File: src/rtl/smi_tx_pkg.sv
// rtl/smi_tx_pkg.sv - shared state encoding and field constants for the SMI TX scheduler
// Contents: state_e (scheduler FSM states), SAMPLE_W/WORD_W widths,
//           SYNC_BIT/COND_BIT/CTRL_BIT bit positions within a 16-bit FIFO word.
package smi_tx_pkg;

  localparam int SAMPLE_W = 32;
  localparam int WORD_W   = 16;

  localparam int SYNC_BIT = 0;
  localparam int COND_BIT = 5;
  localparam int CTRL_BIT = 6;

  typedef enum logic [2:0] {
    ST_IDLE    = 3'd0,
    ST_PREFILL = 3'd1,
    ST_HI      = 3'd2,
    ST_LO      = 3'd3,
    ST_OUT     = 3'd4
  } state_e;

endpackage

File: src/rtl/sat_counter.sv
// rtl/sat_counter.sv - saturating up-counter with synchronous clear
// Ports: clk_i clock, rst_b_i async active-low reset, inc_i increment request,
//        clr_i synchronous clear (wins over inc_i), cnt_o current count.
module sat_counter #(
  parameter int W = 16
) (
  input  logic         clk_i,
  input  logic         rst_b_i,
  input  logic         inc_i,
  input  logic         clr_i,
  output logic [W-1:0] cnt_o
);

  logic [W-1:0] cnt_q;

  always_ff @(posedge clk_i or negedge rst_b_i) begin
    if (!rst_b_i) begin
      cnt_q <= '0;
    end else if (clr_i) begin
      cnt_q <= '0;
    end else if (inc_i && (cnt_q != {W{1'b1}})) begin
      cnt_q <= cnt_q + {{(W-1){1'b0}}, 1'b1};
    end
  end

  assign cnt_o = cnt_q;

endmodule

File: src/rtl/smi_tx_sched.sv
// rtl/smi_tx_sched.sv - SMI TX FIFO read scheduler: sync framing, I/Q pairing, modem handshake
// Optional build macro: SMI_TX_SCHED_ZERO_FILL_EN (present zero samples while waiting for data).
// Ports: i_sys_clk clock, i_rst_b async active-low reset, i_enable stream enable,
//        i_prefill_thr start level, i_cnt_clear counter clear,
//        i_fifo_data/i_fifo_empty/i_fifo_level FWFT FIFO head, o_fifo_pull pop strobe,
//        o_sample/o_sample_valid/i_sample_ready modem sample handshake,
//        o_cond_tx/o_modem_tx_ctrl control bits of last delivered sample,
//        o_streaming FSM in HI/LO/OUT, o_underrun_cnt/o_sync_err_cnt saturating counters.
module smi_tx_sched
  import smi_tx_pkg::*;
#(
  parameter int FIFO_AW = 10,
  parameter int CNT_W   = 16
) (
  input  logic                i_sys_clk,
  input  logic                i_rst_b,
  input  logic                i_enable,
  input  logic [FIFO_AW:0]    i_prefill_thr,
  input  logic                i_cnt_clear,
  input  logic [WORD_W-1:0]   i_fifo_data,
  input  logic                i_fifo_empty,
  input  logic [FIFO_AW:0]    i_fifo_level,
  output logic                o_fifo_pull,
  output logic [SAMPLE_W-1:0] o_sample,
  output logic                o_sample_valid,
  input  logic                i_sample_ready,
  output logic                o_cond_tx,
  output logic                o_modem_tx_ctrl,
  output logic                o_streaming,
  output logic [CNT_W-1:0]    o_underrun_cnt,
  output logic [CNT_W-1:0]    o_sync_err_cnt
);

`ifdef SMI_TX_SCHED_ZERO_FILL_EN
  localparam logic FILL_EN = 1'b1;
`else
  localparam logic FILL_EN = 1'b0;
`endif

  state_e              state_q;
  logic [WORD_W-1:0]   hi_q;
  logic [SAMPLE_W-1:0] sample_q;
  logic                valid_q;
  logic                cond_q;
  logic                ctrl_q;

  logic in_hi, in_lo, head_ok, sync_bit;
  logic sync_err_inc, underrun_inc, fill_active;

  assign in_hi    = (state_q == ST_HI);
  assign in_lo    = (state_q == ST_LO);
  assign head_ok  = i_enable && !i_fifo_empty;
  assign sync_bit = i_fifo_data[SYNC_BIT];

  // A hi word is always consumed (latched or discarded); in ST_LO a word with
  // the sync bit set is left in the FIFO so ST_HI can re-examine it.
  assign o_fifo_pull  = head_ok && (in_hi || (in_lo && !sync_bit));
  assign sync_err_inc = head_ok && ((in_hi && !sync_bit) || (in_lo && sync_bit));
  assign underrun_inc = i_enable && i_sample_ready && (in_hi || in_lo);
  assign fill_active  = FILL_EN && (in_hi || in_lo);

  always_ff @(posedge i_sys_clk or negedge i_rst_b) begin
    if (!i_rst_b) begin
      state_q  <= ST_IDLE;
      hi_q     <= '0;
      sample_q <= '0;
      valid_q  <= 1'b0;
      cond_q   <= 1'b0;
      ctrl_q   <= 1'b0;
    end else if (!i_enable) begin
      // Disable drops any partial or pending sample.
      state_q  <= ST_IDLE;
      sample_q <= '0;
      valid_q  <= 1'b0;
      cond_q   <= 1'b0;
      ctrl_q   <= 1'b0;
    end else begin
      case (state_q)
        ST_IDLE: state_q <= ST_PREFILL;
        ST_PREFILL: begin
          if (i_fifo_level >= i_prefill_thr) begin
            state_q <= ST_HI;
            valid_q <= FILL_EN;
            if (FILL_EN) sample_q <= '0;
          end
        end
        ST_HI: begin
          if (!i_fifo_empty && sync_bit) begin
            hi_q    <= i_fifo_data;
            state_q <= ST_LO;
          end
        end
        ST_LO: begin
          if (!i_fifo_empty) begin
            if (!sync_bit) begin
              sample_q <= {hi_q, i_fifo_data};
              valid_q  <= 1'b1;
              state_q  <= ST_OUT;
            end else begin
              state_q <= ST_HI;
            end
          end
        end
        ST_OUT: begin
          if (i_sample_ready) begin
            cond_q  <= sample_q[WORD_W+COND_BIT];
            ctrl_q  <= sample_q[WORD_W+CTRL_BIT];
            valid_q <= FILL_EN;
            if (FILL_EN) sample_q <= '0;
            state_q <= ST_HI;
          end
        end
        default: state_q <= ST_IDLE;
      endcase
    end
  end

  assign o_sample        = sample_q;
  assign o_sample_valid  = valid_q;
  assign o_cond_tx       = cond_q && !fill_active;
  assign o_modem_tx_ctrl = ctrl_q && !fill_active;
  assign o_streaming     = in_hi || in_lo || (state_q == ST_OUT);

  sat_counter #(.W(CNT_W)) u_underrun_cnt (
    .clk_i   (i_sys_clk),
    .rst_b_i (i_rst_b),
    .inc_i   (underrun_inc),
    .clr_i   (i_cnt_clear),
    .cnt_o   (o_underrun_cnt)
  );

  sat_counter #(.W(CNT_W)) u_sync_err_cnt (
    .clk_i   (i_sys_clk),
    .rst_b_i (i_rst_b),
    .inc_i   (sync_err_inc),
    .clr_i   (i_cnt_clear),
    .cnt_o   (o_sync_err_cnt)
  );

endmodule

File: config.mk
export PLATFORM = sky130hd
export DESIGN_NAME = smi_tx_sched
export DESIGN_NICKNAME = d
export VERILOG_FILES = /design/src/rtl/smi_tx_pkg.sv /design/src/rtl/sat_counter.sv /design/src/rtl/smi_tx_sched.sv
export SDC_FILE = /design/constraint.sdc
export NUM_CORES = 1
export LEC_CHECK = 0
export BUFFER_PORTS_ARGS = -buffer_cell sky130_fd_sc_hd__buf_2
export CORE_MARGIN = 3
export CORE_UTILIZATION = 45
export DETAILED_ROUTE_END_ITERATION = 10
export MAX_ROUTING_LAYER = met4
export PLACE_DENSITY_LB_ADDON = 0.12
export SYNTH_ARGS = -nofsm -noshare
export SYNTH_HDL_FRONTEND = slang
export SYNTH_SLANG_ARGS = --single-unit
File: constraint.sdc
create_clock -name i_sys_clk -period 2.35 [get_ports i_sys_clk]
set_input_delay 0.3525 -clock i_sys_clk [delete_from_list [all_inputs] [get_ports i_sys_clk]]
set_output_delay 0.3525 -clock i_sys_clk [all_outputs]
set_load 0.1 [all_outputs]
* After elaboration in Yosys (flattened, before gate mapping)
Index checks and enable logic that the tools add are counted.
** Storage, ports and cells
- Register bits :: 86
- Bits of input ports :: 44
- Output and inout bits :: 69
- Word-level logic and storage cells :: 80
** Operators by class
- $add $sub $neg :: 2
- Order comparisons :: 1
- Equality and inequality tests :: 17
- Multiplexer cells :: 27
- Reductions and logical operators :: 25
** Operators by type and width (number)
- $mux 32 :: 4
- $mux 16 :: 4
- $add 16x1->16 const B :: 2
- $ne 16x16->1 const B :: 2
- $mux 3 :: 6
- $pmux 3 s5 :: 1
- $ne 3x3->1 const B :: 4
- $ge 11x11->1 :: 1
- $logic_and 1x1->1 :: 11
- $mux 1 :: 11
- $eq 3x2->1 const B :: 2
- $ne 2x1->1 const B :: 3
- $reduce_and 3->1 :: 2
- $reduce_and 5->1 :: 1
- $logic_or 1x1->1 :: 4
- $ne 2x2->1 const B :: 2
- $ne 4x1->1 const B :: 1
- $reduce_and 4->1 :: 1
- $reduce_bool 2->1 :: 2
- $eq 3x1->1 const B :: 1
- $eq 3x3->1 const B :: 1
- $logic_not 3->1 :: 1
- $ne 3x2->1 const B :: 1
- $pmux 1 s3 :: 1
- 2 further kinds :: 3

* Logic depth before layout (Yosys ltp)
- Word-level depth :: 7
- Depth in mapped cells :: 7
- Depth with buffers taken out :: 7

* Modules after synthesis
From an unflattened synthesis, not the netlist that was laid out.
** Unflattened totals
- Cells, all modules :: 385
- Area total of the unflattened synthesis :: 4295.4 um2
** By module, submodules not included
- smi_tx_sched :: instances 1, cells an instance 189, area each 2411.1 um2, sequential area each 1326.3 um2
- sat_counter :: instances 2, cells an instance 98, area each 942.2 um2, sequential area each 400.4 um2

* Worst setup path before layout
Ideal clock, no wire load.
- Path type :: flip-flop to output port
- Start :: reg state_q[2]
- End :: out o_fifo_pull
- Arrival time :: 2.123 ns
- Required time :: 1.997 ns
- Setup slack :: -0.126 ns
- Cell stages (with the launch flop) :: 3
- Path buffers :: 0
- Cells stage by stage :: dfrtp_1 nand4bb_4 a21oi_1
** On the way
- Word-level cells in the longest chain between the ends :: 4
- Elaborated cells on any way between the ends :: 5
- Classes of those cells :: eq/ne: 2; reduce/logical: 3
** Ends and longest elaborated chain
- from (decl) :: RTL line smi_tx_sched.sv:40 : state_e state_q;
- from (signal assigned) :: RTL line smi_tx_sched.sv:64 : state_q <= ST_IDLE;
- from (signal assigned) :: RTL line smi_tx_sched.sv:72 : state_q <= ST_IDLE;
- from (signal assigned) :: RTL line smi_tx_sched.sv:79 : ST_IDLE: state_q <= ST_PREFILL;
- $eq 3x2->1 :: RTL line smi_tx_sched.sv:51 : assign in_lo = (state_q == ST_LO);
- $logic_and 1x1->1 :: RTL line smi_tx_sched.sv:57 : assign o_fifo_pull = head_ok && (in_hi || (in_lo && !sync_bit));
- $logic_or 1x1->1 * :: RTL line smi_tx_sched.sv:57
- $logic_and 1x1->1 * :: RTL line smi_tx_sched.sv:57
- to (decl) :: RTL line smi_tx_sched.sv:23 : output logic o_fifo_pull,
Every way passes the cells marked *; elsewhere a longest branch is shown, timed or not.

* Worst setup path in the final report
- Start :: reg state_q[0]
- End :: out o_streaming
** On the way
- Word-level cells in the longest chain between the ends :: 3
- Elaborated cells on any way between the ends :: 5
- Classes of those cells :: eq/ne: 3; reduce/logical: 2
** Ends and longest elaborated chain
- $eq 3x2->1 (on tied branches) :: RTL line smi_tx_sched.sv:50, smi_tx_sched.sv:51
- $logic_or 1x1->1 :: RTL line smi_tx_sched.sv:122 : assign o_streaming = in_hi || in_lo || (state_q == ST_OUT);
- $logic_or 1x1->1 * :: RTL line smi_tx_sched.sv:122
- to (decl) :: RTL line smi_tx_sched.sv:29 : output logic o_streaming,
Marked as above.

==> qor.csv <==
stage,metric,value,unit
setup_path,path_max_fanout,12,
global_routing,grt_max_degree,44,
route,detail_route.wl_per_cell,14.8,µm
setup_path,critPathCaptureType,output pin,
setup_path,cp-start-kind,flop,
floorplan,fp.dieArea,10100,µm²
timing,final.hold.worst_slack,-0.0105,ns
timing,period_needed,2.09,ns
yosys,post_synth_instance_area,4040,µm²
timing,layout_worst_path_cycle_share,88.8,%
global_routing,first_global_vias,3064,
timing,report.final.slew_viol_count,0,
timing,setup_viol_count_final,0,
pwr,power_density_over_cell_area,753,nW/µm²
placed_design,port-buffer-count,111,
route,first_pass_iters,4,
floorplan,fp-row-count,33,
worst_hold_path,timing.hold.worst.class,input port to async pin,
setup_path,cp_data_required_time,2.00,ns
global_routing,overflow,0,
yosys,number_of_enable_type_register_cells_in_the_synthesized_netlist,0,
clocking,tritoncts,built,
outcome,violations_in_the_final_reports,hold timing,
yosys,synth_top_flop_cell,sky130_fd_sc_hd__dfrtp_1,
global_routing,groute.usage.overall,18.2,%
yosys,synth_seq_cells,85,
run,drv.max_cap_violation_count,0,
setup_path,worstSetupPathType,flop to output pin,
floorplan,top_level_pins,113,
finish,flow.area_growth_from_synthesis,22.5,%
setup_path,critical-path-max-stage-delay,0.54,ns
clocking,postCtsSetupRepairBufs,0,
timing,max_slew.worst_pin.slew,0.566,ns
route,remaining_drc_errors,0,
clocking,cts_root_buf,sky130_fd_sc_hd__clkbuf_8,
finish,layout.filler_cells,735,
yosys,yosys.cell_types.count,50,
placed_design,routability_congestion_estimate,0.818,
finish,most_common_cell_after_layout_fill_and_taps_aside,sky130_fd_sc_hd__buf_2,
finish,fraction_of_layout_cells_with_a_size_suffix_above_1,33.4,%
clocking,tritoncts.num_buffers,9,
pwr,peakVddDrop,0.000433,V
route,final_antenna_net_count,0,
yosys,synth_seq_area_share,52.7,%
timing,rsz0062_at_grt,false,
yosys,synth_area_per_cell,11.1,µm²
clocking,htree_levels,3,
clocking,clk_latency,0.34,ns
floorplan,floorplan.die.width,101,µm
timing,timing.final.hold_violations,6,
floorplan,dieHeight,101,µm
finish,final_net_count,534,
clocking,clock_tree.buffer_depth,2,
setup_path,worst_path_max_delay_cell,sky130_fd_sc_hd__dfrtp_1,
floorplan,placeableCoreArea,8460,µm²
finish,n_antenna_cell,0,
route,drt-total-wl,8720,µm
clocking,post_cts_hold_buffer_count,0,
outcome,run_status,finished with violations,
route,via_count,3163,
timing,clock_skew,0.00703,ns
timing,tns,0,ns
clocking,clock_sink_count,85,
clocking,cts.clk_slew.worst_paths,0.09,ns
pwr,total_leakage_power,2.52,nW
timing,fmax,479,MHz
floorplan,starting_density,47.7,%
placed_design,dp.final_hpwl,6160,µm
yosys,post_synthesis_net_count,421,
route,initialDrtViolationCount,128,
yosys,yosysWarningCount,0,
global_routing,grt_pass1_wl,14500,µm
timing,max-slew-margin-rel,62.2,%
setup_path,ordered_cell_list_for_the_critical_path,nor3b_1 -> buf_4 -> inv_1 -> nand2_1 -> clkbuf_4,
finish,layout.cells.most_common_list,"sky130_fd_sc_hd__buf_2 (109), sky130_fd_sc_hd__dfrtp_1 (78), sky130_fd_sc_hd__a22o_1 (31)",
yosys,synthArstFlopShare,100,%
setup_path,worstPathArrival,1.73,ns
route,via_per_inst,5.39,
yosys,netlist_instances,364,
global_routing,initial_antenna_violation_count,0,
==> registers in the layout, indices dropped and copies added, names as in the netlist <==
register              count
hi_q                     16
o_sample                 31
state_q                   3
o_modem_tx_ctrl           1
o_sample_valid            1
o_cond_tx                 1
u_underrun_cnt.cnt_o     16
u_sync_err_cnt.cnt_o     16
==> report_power, final <==
part / switching (W) / total (W) / internal (W) / leakage [nW]
registers: 0.000144 / 0.00178 / 0.00164 / 1.14
clock network: 0.000527 / 0.00113 / 0.000600 / 0.107
logic: 0.000548 / 0.000814 / 0.000266 / 1.27
==> worst max-delay path, delay by kind of cell, from the launching register on <==
| family | cells | cell delay, ns |
|---|---|---|
| buf+inv | 3 | 0.53 |
| simple gates | 2 | 0.32 |
| flops | 1 | 0.54 |
==> metal layers <==
layer | vias up | track usage (%) | wire (µm)
met2 | 83 | 28.9 | 4200
li1 | 1545 | - | -
met3 | 7 | 5.33 | 529
met5 | - | - | 0
met1 | 1528 | 23.4 | 3920
met4 | 0 | 3.73 | 66
==> logic make-up after synthesis <==
family	after synthesis	synth area share (%)
other cells	1	0.0929
fa+ha+maj	13	4.03
simple gates	118	16.5
buf+inv	32	3.44
xor+xnor	25	5.42
compound gates	73	13.1
mux	17	4.68
flops	85	52.7
==> stage by stage <==
stage          util, %  power [W]  area [µm²]  cells  setup WS [ns]
2_1_floorplan        -    0.00243        4050    364       0.000973
6_report          58.4    0.00372        4940    587          0.263
4_1_cts           58.4    0.00377        4940    587          0.147
3_5_place_dp      55.8    0.00263        4730    571         0.0896
5_1_grt           58.4    0.00391        4940    587         0.0657
3_3_place_gp      55.8    0.00261        4730    571          0.116
==> final cells by class <==
type	instances	area (µm²)	area share (%)
clock inverter	6	86.3	1.75
clock buffer	10	128	2.58
multi-input combinational	247	1780	35.9
inverter	16	60.1	1.21
sequential	85	2140	43.2
tap	105	131	2.66
timing repair buffer	118	626	12.7
==> worst paths after layout <==
check / depth (start not counted) / slack (ns) / start / end
setup / recovery: 5 / 0.26 / state_q[0] / o_streaming
max in group asynchronous: 2 / 1.72 / i_rst_b / hi_q[4]
hold / removal: 1 / -0.01 / i_rst_b / u_underrun_cnt.cnt_o[9]
hold reg to reg: 1 / 0.48 / hi_q[0] / hi_q[0]
min in group i_sys_clk: 2 / 0.23 / i_fifo_data[9] / o_sample[9]
setup reg to reg: 3 / 0.40 / state_q[1] / state_q[1]
==> synth_stat cells, types with 2 or more instances <==
master                       n  area (µm²)
sky130_fd_sc_hd__nand2_1    13        48.8
sky130_fd_sc_hd__nor3_1      6        30.0
sky130_fd_sc_hd__mux2i_1     2        20.0
sky130_fd_sc_hd__buf_2       3        15.0
sky130_fd_sc_hd__nor3b_1     3        22.5
sky130_fd_sc_hd__xor2_1     20         175
sky130_fd_sc_hd__mux2_2     15         169
sky130_fd_sc_hd__buf_4       2        15.0
sky130_fd_sc_hd__clkbuf_1   10        37.5
sky130_fd_sc_hd__o21ai_0    14        70.1
sky130_fd_sc_hd__nand4_1    15        93.8
sky130_fd_sc_hd__a22o_1     31         272
sky130_fd_sc_hd__nor2_1     31         116
sky130_fd_sc_hd__and3_1      6        37.5
sky130_fd_sc_hd__or3_1       3        18.8
sky130_fd_sc_hd__ha_1       13         163
sky130_fd_sc_hd__a31oi_1     2        12.5
sky130_fd_sc_hd__xnor2_1     5        43.8
sky130_fd_sc_hd__nand3_1    12        60.1
sky130_fd_sc_hd__nor4_1      4        25.0
sky130_fd_sc_hd__a21boi_0    2        15.0
sky130_fd_sc_hd__nand3b_1    2        15.0
sky130_fd_sc_hd__nand2b_1    5        31.3
sky130_fd_sc_hd__and2_1      4        25.0
sky130_fd_sc_hd__and4_1      5        43.8
sky130_fd_sc_hd__inv_1      16        60.1
sky130_fd_sc_hd__a21oi_1    11        55.1
sky130_fd_sc_hd__o2111ai_1   2        17.5
sky130_fd_sc_hd__a2111oi_0   2        17.5
sky130_fd_sc_hd__dfrtp_1    85        2130
==> what timing repair did <==
item                                    CTS  global route
resized for setup                         0             1
hold endpoints to repair                  0             0
endpoints found under the setup margin    0             1
Note: power is estimated with default switching activity, not from simulation.
